==> src/rtl/mem_stage.sv <==
// Memory stage: EX/MEM register, data-memory req/ready access with timeout abort,
// MEM/WB register and the forwarding/stall outputs used by the earlier stages.
module mem_stage #(
  parameter int TIMEOUT_CYCLES = 16,
  parameter int CNT_W          = 5
) (
  input  logic        clk,
  input  logic        rst_n,
  input  logic        flush,
  input  logic [31:0] EX_ALU_result,
  input  logic [31:0] EX_rs2_data,
  input  logic [4:0]  EX_rd,
  input  logic        EX_memread,
  input  logic        EX_memwrite,
  input  logic        EX_memtoreg,
  input  logic        EX_regwrite,
  output logic [31:0] EX_MEM_ALU_result,
  output logic [4:0]  EX_MEM_rd,
  output logic        EX_MEM_regwrite,
  output logic        EX_MEM_memtoreg,
  output logic        dmem_req,
  output logic        dmem_we,
  output logic [31:0] dmem_addr,
  output logic [31:0] dmem_wdata,
  input  logic        dmem_ready,
  input  logic [31:0] dmem_rdata,
  output logic        MEM_stall,
  output logic        MEM_fault,
  output logic [4:0]  MEM_WB_rd,
  output logic        MEM_WB_regwrite,
  output logic [31:0] MEM_WB_result
);

  // Handshake: dmem_req stays high with addr/we/wdata stable until the cycle
  // dmem_ready is sampled high (access completes on that edge) or the wait
  // counter reaches TIMEOUT_CYCLES (access aborted on that edge).
  typedef enum logic {S_IDLE, S_WAIT} state_t;

  state_t             r_state, w_state_nxt;
  logic [CNT_W-1:0]   r_cnt, w_cnt_nxt;

  logic [31:0] r_alu, r_rs2;
  logic [4:0]  r_rd;
  logic        r_memread, r_memwrite, r_memtoreg, r_regwrite;
  logic        r_fault;
  logic [4:0]  r_wb_rd;
  logic        r_wb_rw;
  logic [31:0] r_wb_res;

  logic w_mem_op, w_req, w_abort, w_stall, w_abort_load;

  assign w_mem_op     = r_memread | r_memwrite;
  assign w_abort      = (r_state == S_WAIT) && (r_cnt == CNT_W'(TIMEOUT_CYCLES)) && !dmem_ready;
  assign w_stall      = w_req & ~dmem_ready & ~w_abort;
  // memread+memwrite together behaves as a store, so it is never an aborted load
  assign w_abort_load = w_abort & r_memread & ~r_memwrite;

  always_comb begin
    w_state_nxt = r_state;
    w_cnt_nxt   = r_cnt;
    w_req       = 1'b0;
    case (r_state)
      S_IDLE: begin
        w_req = w_mem_op;
        if (w_mem_op && !dmem_ready) begin
          w_state_nxt = S_WAIT;
          w_cnt_nxt   = CNT_W'(1);
        end
      end
      S_WAIT: begin
        w_req = 1'b1;
        if (dmem_ready || w_abort) begin
          w_state_nxt = S_IDLE;
          w_cnt_nxt   = '0;
        end else begin
          w_cnt_nxt = r_cnt + CNT_W'(1);
        end
      end
      default: begin
        w_state_nxt = S_IDLE;
        w_cnt_nxt   = '0;
      end
    endcase
  end

  always_ff @(posedge clk or negedge rst_n) begin
    if (!rst_n) begin
      r_state <= S_IDLE;
      r_cnt   <= '0;
      r_fault <= 1'b0;
    end else begin
      r_state <= w_state_nxt;
      r_cnt   <= w_cnt_nxt;
      if (w_abort) r_fault <= 1'b1;
    end
  end

  // EX/MEM: hold while stalled (flush ignored), bubble on flush, else capture EX.
  always_ff @(posedge clk or negedge rst_n) begin
    if (!rst_n) begin
      r_alu      <= '0;
      r_rs2      <= '0;
      r_rd       <= '0;
      r_memread  <= 1'b0;
      r_memwrite <= 1'b0;
      r_memtoreg <= 1'b0;
      r_regwrite <= 1'b0;
    end else if (!w_stall) begin
      if (flush) begin
        r_alu      <= '0;
        r_rs2      <= '0;
        r_rd       <= '0;
        r_memread  <= 1'b0;
        r_memwrite <= 1'b0;
        r_memtoreg <= 1'b0;
        r_regwrite <= 1'b0;
      end else begin
        r_alu      <= EX_ALU_result;
        r_rs2      <= EX_rs2_data;
        r_rd       <= EX_rd;
        r_memread  <= EX_memread;
        r_memwrite <= EX_memwrite;
        r_memtoreg <= EX_memtoreg;
        r_regwrite <= EX_regwrite;
      end
    end
  end

  always_ff @(posedge clk or negedge rst_n) begin
    if (!rst_n) begin
      r_wb_rd  <= '0;
      r_wb_rw  <= 1'b0;
      r_wb_res <= '0;
    end else if (w_stall) begin
      r_wb_rd  <= '0;
      r_wb_rw  <= 1'b0;
      r_wb_res <= '0;
    end else begin
      r_wb_rd  <= r_rd;
      r_wb_rw  <= r_regwrite & (r_rd != 5'd0) & ~w_abort_load;
      r_wb_res <= r_memtoreg ? dmem_rdata : r_alu;
    end
  end

  assign EX_MEM_ALU_result = r_alu;
  assign EX_MEM_rd         = r_rd;
  assign EX_MEM_regwrite   = r_regwrite;
  assign EX_MEM_memtoreg   = r_memtoreg;
  assign dmem_req          = w_req;
  assign dmem_we           = r_memwrite;
  assign dmem_addr         = r_alu;
  assign dmem_wdata        = r_rs2;
  assign MEM_stall         = w_stall;
  assign MEM_fault         = r_fault;
  assign MEM_WB_rd         = r_wb_rd;
  assign MEM_WB_regwrite   = r_wb_rw;
  assign MEM_WB_result     = r_wb_res;

endmodule

==> config.mk <==
export PLATFORM = sky130hd
export DESIGN_NAME = mem_stage
export DESIGN_NICKNAME = d
export VERILOG_FILES = /design/src/rtl/mem_stage.sv
export SDC_FILE = /design/constraint.sdc
export NUM_CORES = 1
export LEC_CHECK = 0
export CAP_MARGIN = 20
export CORE_MARGIN = 10
export CORE_UTILIZATION = 34
export DETAILED_ROUTE_END_ITERATION = 10
export GPL_ROUTABILITY_DRIVEN = 0
export PLACE_DENSITY = 0.71
export SLEW_MARGIN = 5
export SYNTH_ARGS = -nofsm -noshare
export SYNTH_HDL_FRONTEND = slang
export SYNTH_SLANG_ARGS = --single-unit
==> constraint.sdc <==
create_clock -name clk -period 2.1 [get_ports clk]
set_input_delay 0.63 -clock clk [delete_from_list [all_inputs] [get_ports clk]]
set_output_delay 0.63 -clock clk [all_outputs]
set_load 0.01 [all_outputs]
==> impl_metrics.csv <==
group,metric,value,unit
sta,fin_skew,0.00688,ns
yosys,netlist_instances,426,
sta,period_minus_slack,2.29,ns
power_and_ir_drop,p_int,5530,uW
power_and_ir_drop,pwr-share-comb,27.0,%
clock_network,cts_hold_buf,0,
floorplan,die_w,146,microns
global_routing,antenna_found_initial,0,
setup_path,end_kind,"output pin",
route,drc,0,
route,route.met3.wl,1310,microns
final_layout,drive_gt1_share,13.6,%
floorplan,die-area,0.0214,sq mm
sta,timing.fmax,0.437,GHz
floorplan,io_pins,254,
job,max_cap_viol_count,0,
route,drtIter0Drc,136,
yosys,ys_seq_area_share,54.4,%
min_path,worstHoldPathType,"input port to async pin",
final_layout,n_fill_cell,1349,
yosys,synth-main-ff-cell,"dfrtp_1",
sta,hold_viol_final,0,
route,dr_total_vias,4047,
clock_network,clock_sinks,118,
route,top_layer,"met4",
sta,setup_viol,2,
floorplan,start_util,34.4,%
yosys,ys_warn_count,0,
place,place_ws,-0.514,ns
sta,tightest_slew,0.583,ns
global_routing,grt_overflow_total,0,
final_layout,area.sequential,0.00296,sq mm
final_layout,multiInputGateArea,0.00204,sq mm
final_layout,nNetsFinal,780,
power_and_ir_drop,ir_worst_vdd,0.000476,V
clock_network,clk_pin_slew_worst_paths,0.05,ns
route,routed_wl,16900,microns
clock_network,clk_latency,0.41,ns
route,wl_met2,8380,microns
power_and_ir_drop,seqPwrFrac,36.6,%
yosys,avgSynthCellArea,12.7,sq um
setup_path,crit_fanout,2,
place,hpwl,12200,microns
final_layout,n_antenna_cell,0,
global_routing,grt_first_pass_wirelength,25800,microns
global_routing,grt_max_degree,74,
global_routing,first_global_vias,4507,
clock_network,cts_buffers,17,
route,firstDrtPassIters,4,
route,vias_per_cell,4.51,
floorplan,std_cell_rows,46,
outcome,status,"complete, but fails checks",
sta,final_max_slew_viol_count,0,
outcome,violations,"setup timing",
power_and_ir_drop,clockPowerShare,36.5,%
sta,slew_headroom,61.2,%
yosys,synth.cell_area,0.00543,sq mm
final_layout,mostFrequentLayoutCells,"clkdlybuf4s50_1 (247), dfrtp_1 (116), nor2b_1 (81), mux2_1 (50), nor2_1 (33)",
clock_network,root_buffer,"clkbuf_16",
clock_network,cts_buffer_depth,2,
route,drt-met1-wl,6910,microns
final_layout,final_common_cell,"clkdlybuf4s50_1",
floorplan,fp.coreArea,0.0158,sq mm
yosys,syn_nets,537,
final_layout,final_util,55.3,%
sta,fin_ws,-0.187,ns
sta,period_share,109,%
route,routedWlPerCell,18.8,microns
place,portBuffers,253,
power_and_ir_drop,cellPowerDensity,866,mW/mm^2
setup_path,critical_path_required,1.47,ns
yosys,ys_async_sr_fraction,100,%
clock_network,cts-htree-levels,4,
clock_network,cts_tree,"done",
global_routing,grtUsageTotal,15.2,%
final_layout,area_growth,60.7,%
power_and_ir_drop,p_leak,0.00381,uW
yosys,synth.distinct_cells,34,
yosys,ys_ff_latch,118,
power_and_ir_drop,netSwitchingPower,2020,uW
power_and_ir_drop,switching_share,26.8,%
sta,rsz0062_at_grt,"true",
route,ant_nets,0,
setup_path,start_kind,"flip-flop",
setup_path,crit_type,"flip-flop to output pin",
setup_path,cp.arrival,1.66,ns
yosys,synth-edff-count,0,
floorplan,die_h,146,microns
==> cells by family after synthesis <==
family | synth area share, %
adder cells (fa/ha/maj) | 0.461
buffers and inverters | 8.37
multiplexers | 21.1
AO/OA/AOI/OAI | 2.35
flip-flops | 54.4
AND/OR/NAND/NOR | 13.3
==> final cells by class <==
| class | instances | area share, % |
|---|---|---|
| Sequential cell | 118 | 33.9 |
| Timing Repair Buffer | 281 | 33.0 |
| Multi-Input combinational cell | 248 | 23.4 |
| Clock buffer | 24 | 5.64 |
| Tap cell | 216 | 3.10 |
| Clock inverter | 8 | 0.833 |
| Inverter | 3 | 0.129 |
==> synthesized netlist by cell type, drive strengths merged, types with 2 or more instances <==
library cell | count | area [sq um]
clkbuf | 12 | 45.0
mux2i | 32 | 320
nor2 | 33 | 124
ha | 2 | 25.0
nand3 | 4 | 20.0
dfrtp | 118 | 2950
a211oi | 3 | 35.0
inv | 3 | 11.3
buf | 45 | 398
nor2b | 81 | 507
nand2b | 2 | 12.5
mux2 | 73 | 822
o21ai | 2 | 10.0
==> through the flow <==
step / hold slack [ns] / instance area [sq um] / total power, uW / cells / setup TNS [ns]
after floorplan: 0.334 / 5430 / 3660 / 426 / 0
after global routing: 0.0865 / 8720 / 7900 / 898 / -1.03
final: 0.0922 / 8720 / 7550 / 898 / -0.188
after detailed placement: 0.467 / 7970 / 4720 / 857 / -30.56
after global placement: 0.459 / 7970 / 4670 / 857 / -25.24
after CTS: 0.0775 / 8570 / 7530 / 892 / -0.208
==> worst max-delay path, stage by stage (launching register included) <==
cell      delay [ns]
dfrtp_1         0.36
inv_2           0.06
ha_4            0.16
and4bb_4        0.21
a211oi_4        0.27
buf_2           0.19
==> per-layer routing <==
metal  vias up  global-route usage [%]
li1       1878                       -
met1      1990                    17.3
met2       155                    25.0
met3        24                    6.27
met4         0                    5.66
met5         -                       0
==> state kept, by name, summed over array words and instances (netlist names), 5 cells and up <==
register	count
EX_MEM_ALU_result	32
MEM_WB_result	32
dmem_wdata	32
EX_MEM_rd	5
MEM_WB_rd	5
r_cnt	5
==> final timing paths <==
path | startpoint | end | slack (ns) | cells past startpoint
worst max register to register | r_cnt[1] | dmem_we | 0 | 7
worst min register to register | MEM_fault | MEM_fault | 0.48 | 1
max in group asynchronous | rst_n | dmem_wdata[12] | 1.44 | 2
min in group clk | MEM_fault | MEM_fault | 0.48 | 1
worst max-delay path | r_cnt[1] | MEM_stall | -0.19 | 5
worst min-delay path | rst_n | EX_MEM_ALU_result[15] | 0.09 | 1
==> power by group through the flow <==
stage | registers, uW | clock network (uW) | logic, uW
after floorplan | 2900 | 0 | 764
after global placement | 2780 | 0 | 1900
after detailed placement | 2800 | 0 | 1930
after CTS | 2760 | 2810 | 1960
after global routing | 2800 | 2910 | 2190
final | 2760 | 2750 | 2040
==> what timing repair did <==
action | in CTS | in global routing
hold endpoints to repair | 0 | 0
setup buffers | 3 | 3
cloned | 0 | 4
endpoints found under the setup margin | 39 | 66
pin swaps | 3 | 2
resized for setup | 10 | 8
Power figures use the tool's default switching activity.
